### config.mk
export PLATFORM = sky130hd
export DESIGN_NAME = mmio_timer_responder_flat
export DESIGN_NICKNAME = d
export VERILOG_FILES = /design/src/rtl/mmio_timer_responder_if.sv /design/src/rtl/mmio_timer_responder.sv /design/src/flat_wrapper.sv
export SDC_FILE = /design/constraint.sdc
export NUM_CORES = 1
export LEC_CHECK = 0
export CAP_MARGIN = 20
export CORE_MARGIN = 2
export CORE_UTILIZATION = 50
export DETAILED_ROUTE_END_ITERATION = 16
export GPL_TIMING_DRIVEN = 0
export PLACE_DENSITY = 0.93
export SLEW_MARGIN = 20
export SYNTH_ARGS = -nofsm -noshare
export SYNTH_HDL_FRONTEND = slang
export SYNTH_SLANG_ARGS = --single-unit
### constraint.sdc
create_clock -name clock -period 3.35 [get_ports clock]
set_input_delay 0.67 -clock clock [delete_from_list [all_inputs] [get_ports clock]]
set_output_delay 0.67 -clock clock [all_outputs]
set_load 0.01 [all_outputs]
### src/rtl/mmio_timer_responder_if.sv
// mmio_timer_responder_if: single-access peripheral bus between a CPU data port and a responder
// master: drives address, read_enable, write_enable, write_data; receives read_data, ready
// slave : the mirror image
interface mmio_timer_responder_if #(parameter int DATA_WIDTH = 64);
   logic [31:0]           address;
   logic                  read_enable;
   logic                  write_enable;
   logic [DATA_WIDTH-1:0] write_data;
   logic [DATA_WIDTH-1:0] read_data;
   logic                  ready;
   modport master (output address, read_enable, write_enable, write_data, input read_data, ready);
   modport slave  (input address, read_enable, write_enable, write_data, output read_data, ready);
endinterface

### src/rtl/mmio_timer_responder.sv
// mmio_timer_responder: memory-mapped prescaled countdown timer with level interrupt
// Ports: clock, reset_n (async active-low), bus (slave side of the peripheral bus),
//        irq (level interrupt), capture_in (external capture strobe, only with TIMER_CAPTURE_EN)
// Map (address[5:3]): 0 CTRL {prescale[15:8], irq_en[2], auto_reload[1], enable[0]},
//        1 LOAD, 2 COUNT (ro), 3 STATUS {expired, w1c}, 4 CAPTURE (TIMER_CAPTURE_EN only)
module mmio_timer_responder #(
   parameter logic [31:0] BASE_ADDRESS = 32'h20000000,
   parameter logic [31:0] ADDRESS_MASK = 32'hFFFFFFC0,
   parameter int          DATA_WIDTH   = 64,
   parameter int          COUNT_WIDTH  = 32
) (
   input  logic                   clock,
   input  logic                   reset_n,
   mmio_timer_responder_if.slave  bus,
   output logic                   irq
`ifdef TIMER_CAPTURE_EN
   ,
   input  logic                   capture_in
`endif
);
   typedef enum logic {IDLE, RESP} state_t;
   state_t                 state;
   logic                   en, ar, ien, expired;
   logic [7:0]             pre, pcnt;
   logic [COUNT_WIDTH-1:0] load, count;
   logic                   sel, acc, wr, wr_ctrl, wr_load, wr_stat, tick, fire, en_n, ien_n, exp_n;
   logic [2:0]             off;
   logic [DATA_WIDTH-1:0]  cap, rmux;
`ifdef TIMER_CAPTURE_EN
   logic [2:0]             csync;
   logic [COUNT_WIDTH-1:0] capture;
   assign cap = DATA_WIDTH'(capture);
`else
   assign cap = '0;
`endif
   always_comb begin
      sel     = (bus.read_enable | bus.write_enable) & ((bus.address & ADDRESS_MASK) == BASE_ADDRESS);
      acc     = (state == IDLE) & sel;
      wr      = acc & bus.write_enable;
      off     = bus.address[5:3];
      wr_ctrl = wr & (off == 3'd0);
      wr_load = wr & (off == 3'd1);
      wr_stat = wr & (off == 3'd3);
      tick    = en & (pcnt == pre);
      fire    = tick & (count == '0);
      // a CTRL write beats the hardware clear of enable on one-shot expiry
      en_n    = wr_ctrl ? bus.write_data[0] : (fire & ~ar) ? 1'b0 : en;
      ien_n   = wr_ctrl ? bus.write_data[2] : ien;
      // a set on the same edge beats the write-1-to-clear
      exp_n   = fire | (expired & ~(wr_stat & bus.write_data[0]));
      rmux    = off == 3'd0 ? DATA_WIDTH'({pre, 5'b0, ien, ar, en}) :
                off == 3'd1 ? DATA_WIDTH'(load) :
                off == 3'd2 ? DATA_WIDTH'(count) :
                off == 3'd3 ? DATA_WIDTH'(expired) :
                off == 3'd4 ? cap : '0;
   end
   always_ff @(posedge clock or negedge reset_n) begin
      if (!reset_n) begin
         state         <= IDLE;
         bus.ready     <= 1'b0;
         bus.read_data <= '0;
         en            <= 1'b0;
         ar            <= 1'b0;
         ien           <= 1'b0;
         pre           <= '0;
         pcnt          <= '0;
         load          <= '0;
         count         <= '0;
         expired       <= 1'b0;
         irq           <= 1'b0;
`ifdef TIMER_CAPTURE_EN
         csync         <= '0;
         capture       <= '0;
`endif
      end else begin
         state         <= acc ? RESP : IDLE;
         bus.ready     <= acc;
         // a simultaneous read+write is a write, so nothing is returned
         bus.read_data <= (acc & ~bus.write_enable) ? rmux : '0;
         en            <= en_n;
         ar            <= wr_ctrl ? bus.write_data[1] : ar;
         ien           <= ien_n;
         pre           <= wr_ctrl ? bus.write_data[15:8] : pre;
         pcnt          <= (!en || wr_load || tick) ? 8'd0 : pcnt + 8'd1;
         load          <= wr_load ? bus.write_data[COUNT_WIDTH-1:0] : load;
         count         <= wr_load ? bus.write_data[COUNT_WIDTH-1:0] :
                          !tick ? count :
                          count != '0 ? count - 1'b1 :
                          ar ? load : '0;
         expired       <= exp_n;
         irq           <= exp_n & ien_n;
`ifdef TIMER_CAPTURE_EN
         // two sync flops, third flop for edge detect; count here is the pre-update value
         csync         <= {csync[1:0], capture_in};
         capture       <= (csync[1] & ~csync[2]) ? count : capture;
`endif
      end
   end
endmodule

### src/flat_wrapper.sv
// flat-port wrapper written by rule: the top's interface ports become plain ports
module mmio_timer_responder_flat 
#(
   parameter logic [31:0] BASE_ADDRESS = 32'h20000000,
   parameter logic [31:0] ADDRESS_MASK = 32'hFFFFFFC0,
   parameter int          DATA_WIDTH   = 64,
   parameter int          COUNT_WIDTH  = 32
)
  (clock, reset_n, irq, bus_address, bus_read_enable, bus_write_enable, bus_write_data, bus_read_data, bus_ready);
  mmio_timer_responder_if #(.DATA_WIDTH(DATA_WIDTH)) bus_i ();
  input  logic clock;
  input  logic reset_n;
  output logic irq;
  input wire logic [$bits(bus_i.address)-1:0] bus_address;
  input wire logic [$bits(bus_i.read_enable)-1:0] bus_read_enable;
  input wire logic [$bits(bus_i.write_enable)-1:0] bus_write_enable;
  input wire logic [$bits(bus_i.write_data)-1:0] bus_write_data;
  output wire logic [$bits(bus_i.read_data)-1:0] bus_read_data;
  output wire logic [$bits(bus_i.ready)-1:0] bus_ready;
  assign bus_i.address = bus_address;
  assign bus_i.read_enable = bus_read_enable;
  assign bus_i.write_enable = bus_write_enable;
  assign bus_i.write_data = bus_write_data;
  assign bus_read_data = bus_i.read_data;
  assign bus_ready = bus_i.ready;
  mmio_timer_responder #(.BASE_ADDRESS(BASE_ADDRESS), .ADDRESS_MASK(ADDRESS_MASK), .DATA_WIDTH(DATA_WIDTH), .COUNT_WIDTH(COUNT_WIDTH)) u_core (.clock(clock), .reset_n(reset_n), .bus(bus_i), .irq(irq));
endmodule
==> impl_metrics.csv, run 1 <==
group,metric,value,unit
outcome,outcome,"complete, no violations",
yosys,avgSynthCellArea,8.99,sq um
yosys,syn_inst,716,
placed_design,dp_hpwl,14000,um
detailed_routing,avgViaCountPerCell,6.18,
critical_path,cp.required,3.63,ns
critical_path,worstSetupEndpointType,"register",
detailed_routing,drc,0,
placed_design,placed_area,7780,sq um
critical_path,worstSetupPathType,"reg2reg",
clock_tree,clk_latency,0.43,ns
cells_and_area,design_area,8390,sq um
cells_and_area,multi_input_area,3170,sq um
sta,fin_crit_sh,97.7,%
clock_tree,cts_tree,"done",
flow_run,maxCapViolCount,0,
clock_tree,hold_buffers,0,
yosys,synth_top_area_share,45.9,%
sta,worst_slew_pin_slew,0.853,ns
cells_and_area,nets,967,
floorplan,fp-row-count,41,
cells_and_area,nFillCells,914,
floorplan,die_x,117,um
worst_hold_path,hold_path_class,"in2async",
sta,fin_skew,0.00777,ns
yosys,yosys_warnings,0,
yosys,synthTopCellsByArea,"dfrtp_1 (46%), nand2_1 (7.4%), nor2_1 (4.2%)",
global_routing,grt.met1_usage,36.2,%
global_routing,top_usage_layer,"met2",
cells_and_area,drive_gt1_share,11.2,%
power_and_ir_drop,p_per_area,409,nW/um^2
sta,min_period,3.27,ns
power_and_ir_drop,leakage,3.75,nW
clock_tree,clockBufferDepth,2,
global_routing,grt_pass1_wl,32900,um
clock_tree,htreeDepth,4,
sta,fmax,0.305,GHz
sta,setup_viol,0,
critical_path,crit_fanout,10,
cells_and_area,seq_area,2950,sq um
global_routing,gr-usage-met3,9.01,%
floorplan,ios,166,
critical_path,worstSetupStartpointType,"register",
global_routing,antenna_found_initial,0,
critical_path,crit_start,"u_core.count[13]$_DFFE_PN0P_",
global_routing,grt_max_degree,85,
sta,slew_headroom,42.8,%
sta,worst_hold_slack,0.122,ns
yosys,syn_area,6440,sq um
yosys,ys_ff_latch,118,
global_routing,overflow,0,
critical_path,arrival,3.55,ns
global_routing,grt_usage,30.2,%
yosys,seq_area_frac_synth,45.9,%
detailed_routing,routedWlPerCell,19.8,um
detailed_routing,dr.pass1.iters,7,
critical_path,r2r-start,"u_core.count[13]$_DFFE_PN0P_",
floorplan,core,12600,sq um
clock_tree,cts_sinks,118,
yosys,ys_types,62,
power_and_ir_drop,ir_drop,326,uV
floorplan,dieArea,13800,sq um
critical_path,ff2ff_setup_slack,0.08,ns
yosys,synth-edff-count,0,
cells_and_area,antenna_cells,0,
cells_and_area,area_growth,30.3,%
global_routing,use_met2,47.3,%
yosys,ys.flop_type,"dfrtp_1",
floorplan,die_y,117,um
detailed_routing,num_vias,6483,
clock_tree,clock_tree.root_cell,"clkbuf_16",
sta,rsz0062_at_grt,"no",
detailed_routing,ant_nets,0,
sta,slew_violations,0,
yosys,async_reset_ff_share,100,%
placed_design,dp_cells,1017,
clock_tree,post_cts_buffers,0,
clock_tree,path_clk_slew,0.06,ns
floorplan,start_util,51.0,%
placed_design,place.gp.congestion,0.992,
placed_design,portBuffers,97,
detailed_routing,drt_wl_total,20700,um
sta,finalHoldViolCount,0,
clock_tree,cts_buffers,17,
detailed_routing,drt_iter0_markers,1196,
global_routing,grt_pass1_vias,6325,
yosys,synth_top_area_cell,"dfrtp_1",
cells_and_area,final_cell_count_no_fill,1049,
-- state kept, by name, indices dropped and copies added, names as in the netlist --
signal,flops
u_core.ien,1
u_core.load,32
u_core.count,32
u_core.pre,8
u_core.expired,1
u_core.bus.ready,1
u_core.ar,1
u_core.pcnt,8
u_core.en,1
u_core.irq,1
u_core.bus.read_data,32
-- final cells by class --
| class | count | area share (%) |
|---|---|---|
| sequential | 118 | 35.2 |
| timing repair buffer | 98 | 11.9 |
| tap | 172 | 2.57 |
| clock inverter | 14 | 1.82 |
| inverter | 5 | 0.224 |
| clock buffer | 18 | 5.23 |
| buffer | 78 | 5.28 |
| multi-input combinational | 546 | 37.8 |
-- placed cells by master, fill, tap and decap left out, types with 9 or more instances in the layout --
master and n:
a211oi_1 9, a21oi_1 31, a22oi_1 23, buf_4 32, clkbuf_1 36, clkbuf_16 17
clkdlybuf4s50_1 96, conb_1 32, dfrtp_1 118, mux2_1 9, mux2i_1 12, nand2_1 127
nand3_1 17, nor2_1 72, nor3_1 22, nor4_1 16, o21ai_0 27, xnor2_1 12
xor2_1 17
-- cells in the mapped netlist, drive strengths merged, types with 2 or more instances --
cell / number
nand3: 17
nor3: 28
a211o: 2
a21boi: 2
ha: 3
a31oi: 6
and3: 8
xnor2: 12
o221ai: 4
inv: 5
dfrtp: 118
nor2: 72
a211oi: 9
a32oi: 4
and2: 6
mux2: 9
xor2: 17
a31o: 2
nor2b: 2
a21oi: 32
or3: 8
clkbuf: 37
o2bb2ai: 3
nor4b: 6
o31ai: 5
o21a: 2
or2: 2
or4: 9
buf: 41
a311oi: 4
o211ai: 5
nand2: 127
o21ai: 33
nor3b: 2
nor4: 23
a22oi: 23
mux2i: 12
nand4: 5
-- timing repair --
action                                  in CTS  in global routing
endpoints found under the hold margin        0                  0
gates resized for setup                      0                  5
endpoints found under the setup margin       0                 32
-- logic make-up (layout without fill, tap and decap cells) --
logic type / Yosys count / after routing / synth area share [%]
DFF: 118 / 118 / 45.9
muxes: 21 / 21 / 3.44
xor gates and xnor gates: 29 / 29 / 3.94
other: 1 / 32 / 0.0582
buffers and inverters: 83 / 213 / 7.15
and+or+nand+nor: 318 / 318 / 24.2
adders and majority gates: 3 / 3 / 0.583
AOI/OAI and AO/OA: 143 / 143 / 14.8
-- critical path, cell delays in order, from the launching register on --
cell and delay (ns):
dfrtp_1 0.45, nor4_1 0.51, nand4b_1 0.21, clkbuf_1 0.31, nor3_2 0.60, clkbuf_1 0.61, nand3_1 0.17, a22oi_1 0.21
a31oi_1 0.06
-- per-stage QoR --
stage | TNS [ns] | total power [W] | setup WS (ns) | util, %
floorplan | 0 | 0.00153 | 0.567 | -
global placement | -328.12 | 0.00165 | -2.71 | 61.4
detailed placement | -10.26 | 0.00166 | -0.294 | 61.6
CTS | 0 | 0.00342 | 0.0922 | 66.3
global route | 0 | 0.00351 | 0.00107 | 66.5
finish | 0 | 0.00343 | 0.0757 | 66.5
-- layer usage --
layer	vias up	share of wire [%]	wire length, um
li1	2769	-	-
met1	2929	35	7190
met5	-	0	0
met4	0	6.8	1410
met2	612	45	9390
met3	173	13	2740
-- report_power, final --
| part | switching (W) | internal (W) |
|---|---|---|
| Combinational | 0.000100 | 0.000107 |
| Clock | 0.000681 | 0.00111 |
| Sequential | 0.00000279 | 0.00143 |
-- final timing paths --
check                                                     end  depth (start not counted)
hold / removal             u_core.bus.read_data[15]$_DFF_PN0_                          1
setup reg to reg                 u_core.count[27]$_DFFE_PN0P_                          8
max in group asynchronous        u_core.count[17]$_DFFE_PN0P_                          2
min in group clock                 u_core.load[3]$_DFFE_PN0P_                          2
hold reg to reg                    u_core.load[3]$_DFFE_PN0P_                          2
setup / recovery                 u_core.count[27]$_DFFE_PN0P_                          8
No activity file was read; power rests on OpenSTA's default activity.
==> inputs of run 2 (changes only) <==
--- a/config.mk
+++ b/config.mk
@@ -9,6 +9,7 @@
 export CORE_MARGIN = 2
 export CORE_UTILIZATION = 50
 export DETAILED_ROUTE_END_ITERATION = 16
+export GPL_ROUTABILITY_DRIVEN = 0
 export GPL_TIMING_DRIVEN = 0
 export PLACE_DENSITY = 0.93
 export SLEW_MARGIN = 20
==> constraint.sdc (replaced) <==
create_clock -name clock -period 3.35 [get_ports clock]
set_input_delay 0.67 -clock clock [delete_from_list [all_inputs] [get_ports clock]]
set_output_delay 0.67 -clock clock [all_outputs]
set_load 0.005 [all_outputs]
==> impl_metrics.csv, run 2 (synthesized netlist as in run 1, its figures left out) <==
group,metric,value,unit
clock_tree,path_clk_slew,0.06,ns
cells_and_area,final_common_cell,"nand2_1",
placed_design,dp_cells,1017,
placed_design,place_ws,-0.385,ns
global_routing,grt_pass1_vias,6461,
sta,fin_crit_sh,99.2,%
clock_tree,clockBufferDepth,2,
power_and_ir_drop,switching_share,22.4,%
cells_and_area,postLayoutCoreUtil,66.1,%
floorplan,die_x,117,um
sta,min_period,3.32,ns
placed_design,placed_area,7780,sq um
power_and_ir_drop,ir_drop,370,uV
cells_and_area,drive_gt1_share,10.7,%
floorplan,fp-row-count,41,
clock_tree,htreeDepth,4,
global_routing,overflow,0,
outcome,outcome,"complete, no violations",
placed_design,portBuffers,97,
clock_tree,clk_latency,0.43,ns
critical_path,worstSetupPathType,"in2reg",
clock_tree,cts_buffers,17,
sta,finalHoldViolCount,0,
critical_path,crit_chain,"clkdlybuf4s50_1 -> nor4_1 -> nand4_1 -> nor4_4 -> clkbuf_1 -> nand2_1 -> o211ai_1",
clock_tree,cts_tree,"done",
detailed_routing,drt_iter0_markers,1114,
detailed_routing,ant_nets,0,
critical_path,arrival,3.67,ns
detailed_routing,num_vias,6513,
global_routing,grt_pass1_wl,32500,um
sta,setup_viol,0,
sta,fmax,0.301,GHz
critical_path,worstSetupStartpointType,"input pin",
critical_path,slowest_delay,0.81,ns
power_and_ir_drop,clockPowerShare,51.0,%
detailed_routing,drc,0,
detailed_routing,dr.pass1.iters,8,
flow_run,maxCapViolCount,0,
sta,worst_slew_pin_slew,0.946,ns
cells_and_area,nets,967,
power_and_ir_drop,internal_power,0.00258,W
critical_path,cp.required,3.69,ns
critical_path,worstSetupEndpointType,"register",
floorplan,dieArea,13800,sq um
cells_and_area,top_regs,"u_core.bus.read_data x32, u_core.count x32, u_core.load x32",
floorplan,start_util,51.0,%
power_and_ir_drop,leakage,3.74,nW
power_and_ir_drop,p_per_area,399,nW/um^2
critical_path,ff2ff_setup_slack,0.16,ns
cells_and_area,design_area,8340,sq um
clock_tree,hold_buffers,0,
sta,slew_headroom,36.6,%
floorplan,ios,166,
worst_hold_path,hold_path_class,"in2async",
critical_path,crit_fanout,10,
power_and_ir_drop,seqPwrFrac,43.0,%
critical_path,crit_slowest_cell,"nor4_4",
floorplan,die_y,117,um
cells_and_area,final_cell_count_no_fill,1049,
sta,finalWorstSetupSlack,0.0265,ns
sta,rsz0062_at_grt,"no",
detailed_routing,routedWlPerCell,19.6,um
floorplan,core,12600,sq um
detailed_routing,drt_wl_total,20500,um
cells_and_area,final_cell_mix,"nand2_1 (127), dfrtp_1 (118), clkdlybuf4s50_1 (96)",
clock_tree,cts_sinks,118,
sta,fin_skew,0.0120,ns
global_routing,antenna_found_initial,0,
sta,slew_violations,0,
cells_and_area,nFillCells,906,
power_and_ir_drop,p_comb_share,5.9,%
detailed_routing,avgViaCountPerCell,6.21,
cells_and_area,antenna_cells,0,
sta,setup-tns-final,0,ns
global_routing,grt_usage,30.0,%
placed_design,dp_hpwl,13700,um
clock_tree,clock_tree.root_cell,"clkbuf_16",
cells_and_area,area_growth,29.5,%
power_and_ir_drop,p_switching,0.000747,W
global_routing,grt_max_degree,85,
[run 2: power by group through the flow]
stage	clock network (W)	registers, W	logic (W)
3_5_place_dp	0	0.00146	0.000194
4_1_cts	0.00169	0.00143	0.000195
3_3_place_gp	0	0.00146	0.000187
5_1_grt	0.00176	0.00143	0.000213
6_report	0.00170	0.00143	0.000197
2_1_floorplan	0	0.00146	0.0000682
[run 2: metal layers]
metal  up-vias  global-route usage (%)  share of wire, %
met3       168                    11.7                14
met1      2979                    34.8                34
met2       585                    45.8                45
met5         -                       0                 0
li1       2781                       -                 -
met4         0                    20.6               7.2
[run 2: cell type report]
type                       count  area, sq um  share of cell area [%]
clock inverter                10         80.1                   0.960
multi-input combinational    546         3170                    38.0
inverter                       5         18.8                   0.225
sequential                   118         2950                    35.4
buffer                        78          442                    5.30
timing repair buffer          98         1000                    12.0
tap                          172          215                    2.58
clock buffer                  22          464                    5.57
[run 2: repair_timing]
item                       4_1_cts  5_1_grt
buffers inserted                 0        0
setup endpoints to repair        4       17
resized for setup                1        2
pin swaps                        0        1
gates cloned                     0        0
[run 2: critical path: cells and delay by family]
family / cells / cell delay (ns)
buf+inv: 2 / 1.15
simple gates: 4 / 1.67
compound gates: 1 / 0.16
[run 2: final timing paths]
| kind | from | endpoint | cells past startpoint |
|---|---|---|---|
| max in group asynchronous | reset_n | u_core.count[7]$_DFFE_PN0P_ | 2 |
| hold / removal | reset_n | u_core.bus.read_data[15]$_DFF_PN0_ | 1 |
| min in group clock | u_core.load[23]$_DFFE_PN0P_ | u_core.load[23]$_DFFE_PN0P_ | 2 |
| setup / recovery | bus_address[30] | u_core.count[9]$_DFFE_PN0P_ | 7 |
| hold reg to reg | u_core.load[23]$_DFFE_PN0P_ | u_core.load[23]$_DFFE_PN0P_ | 2 |
| setup reg to reg | u_core.count[13]$_DFFE_PN0P_ | u_core.count[9]$_DFFE_PN0P_ | 7 |
[run 2: metrics by stage]
stage | power (W) | hold WS, ns
5_1_grt | 0.00341 | 0.143
6_report | 0.00333 | 0.122
4_1_cts | 0.00331 | 0.137
2_1_floorplan | 0.00152 | 0.374
3_5_place_dp | 0.00165 | 0.485
3_3_place_gp | 0.00164 | 0.478
==> inputs of run 3 (changes only) <==
--- a/config.mk
+++ b/config.mk
@@ -7,11 +7,12 @@
 export LEC_CHECK = 0
 export CAP_MARGIN = 20
 export CORE_MARGIN = 2
-export CORE_UTILIZATION = 50
+export CORE_UTILIZATION = 64
 export DETAILED_ROUTE_END_ITERATION = 16
+export DONT_BUFFER_PORTS = 1
 export GPL_ROUTABILITY_DRIVEN = 0
 export GPL_TIMING_DRIVEN = 0
-export PLACE_DENSITY = 0.93
+export PLACE_DENSITY = 0.91
 export SLEW_MARGIN = 20
 export SYNTH_ARGS = -nofsm -noshare
 export SYNTH_HDL_FRONTEND = slang
==> impl_metrics.csv, run 3 (synthesized netlist as in run 1, its figures left out) <==
group,metric,value,unit
placed_design,portBuffers,0,
global_routing,overflow,0,
clock_tree,cts_tree,"done",
cells_and_area,nFillCells,628,
floorplan,die_x,104,um
global_routing,grt_pass1_wl,32500,um
sta,worst_slew_pin_slew,1.02,ns
floorplan,die_y,104,um
detailed_routing,ant_nets,0,
critical_path,r2r-start,"u_core.count[13]$_DFFE_PN0P_",
floorplan,fp-row-count,36,
detailed_routing,drt_wl_total,20800,um
cells_and_area,area_growth,14.4,%
critical_path,worstSetupStartpointType,"register",
floorplan,start_util,65.9,%
sta,setup-tns-final,0,ns
critical_path,worstSetupPathType,"reg2reg",
sta,setup_viol,0,
cells_and_area,seq_area,2950,sq um
power_and_ir_drop,p_per_area,466,nW/um^2
power_and_ir_drop,p_total,0.00343,W
cells_and_area,final_cell_mix,"nand2_1 (127), dfrtp_1 (118), nor2_1 (72)",
floorplan,ios,166,
global_routing,grt_usage,38.9,%
sta,fmax,0.308,GHz
critical_path,crit_slowest_cell,"clkbuf_1",
critical_path,crit_top_cell,"clkbuf_1",
placed_design,dp_cells,880,
clock_tree,cts_sinks,118,
detailed_routing,num_vias,6424,
detailed_routing,drt_iter0_markers,1183,
critical_path,arrival,3.68,ns
sta,slew_headroom,31.6,%
clock_tree,clock_tree.root_cell,"clkbuf_8",
floorplan,dieArea,10900,sq um
global_routing,grt_max_degree,119,
clock_tree,htreeDepth,4,
placed_design,placed_area,6730,sq um
detailed_routing,routedWlPerCell,22.8,um
global_routing,antenna_found_initial,0,
clock_tree,path_clk_slew,0.06,ns
critical_path,worstSetupEndpointType,"register",
global_routing,top_usage_layer,"met2",
clock_tree,clk_latency,0.54,ns
sta,finalHoldViolCount,0,
floorplan,core,9770,sq um
global_routing,gr-usage-met3,14.5,%
power_and_ir_drop,ir_drop,307,uV
clock_tree,clockBufferDepth,2,
clock_tree,cts_buffers,17,
cells_and_area,nets,870,
detailed_routing,avgViaCountPerCell,7.04,
detailed_routing,drc,0,
flow_run,maxCapViolCount,0,
global_routing,grt_pass1_vias,6170,
sta,rsz0062_at_grt,"no",
critical_path,slowest_delay,0.63,ns
sta,slew_violations,0,
global_routing,grt.met1_usage,45.8,%
worst_hold_path,hold_path_class,"in2async",
placed_design,dp_hpwl,13200,um
cells_and_area,design_area,7370,sq um
cells_and_area,antenna_cells,0,
clock_tree,post_cts_buffers,0,
cells_and_area,final_cell_count_no_fill,912,
detailed_routing,dr.pass1.iters,10,
cells_and_area,drive_gt1_share,11.8,%
critical_path,cp.required,3.78,ns
outcome,outcome,"complete, no violations",
cells_and_area,top_regs,"u_core.bus.read_data x32, u_core.count x32, u_core.load x32",
critical_path,crit_start,"u_core.count[13]$_DFFE_PN0P_",
cells_and_area,multi_input_area,3160,sq um
sta,worst_hold_slack,0.0486,ns
critical_path,crit_chain,"nor4_1 -> nand4b_1 -> clkbuf_1 -> nor3_2 -> clkbuf_1 -> a311oi_1 -> o21ai_0",
power_and_ir_drop,leakage,3.38,nW
global_routing,use_met2,59.4,%
cells_and_area,final_common_cell,"nand2_1",
sta,fin_skew,0.00663,ns
sta,fin_crit_sh,96.9,%
critical_path,crit_fanout,10,
sta,min_period,3.25,ns
[run 3: cell types whose count changed in the layout (fill, tap and decap cells not counted), sizes merged]
cell,before,now
clkdlybuf4s50,96,0
buf,43,42
bufinv,1,4
clkinv,7,3
[run 3: layer usage]
layer	up-vias	routed length [um]
met5	-	0
met4	0	1840
met3	212	3090
met2	655	9260
met1	2978	6640
li1	2579	-
[run 3: power breakdown]
group          internal, W  switching [W]  leakage, nW
Clock              0.00124       0.000649        0.291
Sequential         0.00143     0.00000332         1.57
Combinational    0.0000426      0.0000690         1.52
Total              0.00271       0.000722         3.38
[run 3: through the flow]
| step | worst slack (ns) | util, % |
|---|---|---|
| finish | 0.105 | 75.4 |
| detailed placement | 0.0791 | 68.8 |
| global placement | 0.130 | 68.8 |
| global route | 0.0492 | 75.4 |
| floorplan | 0.567 | - |
| CTS | 0.124 | 75.3 |
[run 3: final cells by class]
class	instances	share of cell area, %
Buffer	78	5.99
Clock buffer	22	6.15
Inverter	5	0.255
Tap cell	133	2.26
Clock inverter	9	2.04
Sequential cell	118	40.1
Multi-Input combinational cell	546	42.9
Timing Repair Buffer	1	0.374
[run 3: final timing paths]
path / end / slack (ns) / cells after the start
min in group clock: u_core.load[7]$_DFFE_PN0P_ / 0.25 / 2
max in group asynchronous: u_core.load[6]$_DFFE_PN0P_ / 2.78 / 1
max: u_core.count[0]$_DFFE_PN0P_ / 0.10 / 7
max reg2reg: u_core.count[0]$_DFFE_PN0P_ / 0.10 / 7
min reg2reg: u_core.load[7]$_DFFE_PN0P_ / 0.51 / 2
min: u_core.load[24]$_DFFE_PN0P_ / 0.05 / 1
[run 3: worst max-delay path: cells and delay by family (launching register included)]
kind                   cells  cell delay (ns)
AND/OR/NAND/NOR            3             1.23
buffers and inverters      2             0.92
AO/OA/AOI/OAI              2             0.53
flip-flops                 1             0.46
[run 3: timing repair]
item	4_1_cts	5_1_grt
endpoints found under the hold margin	118	0
hold buffers	1	0
gates resized for setup	1	1
endpoints found under the setup margin	2	17
gates cloned	0	0
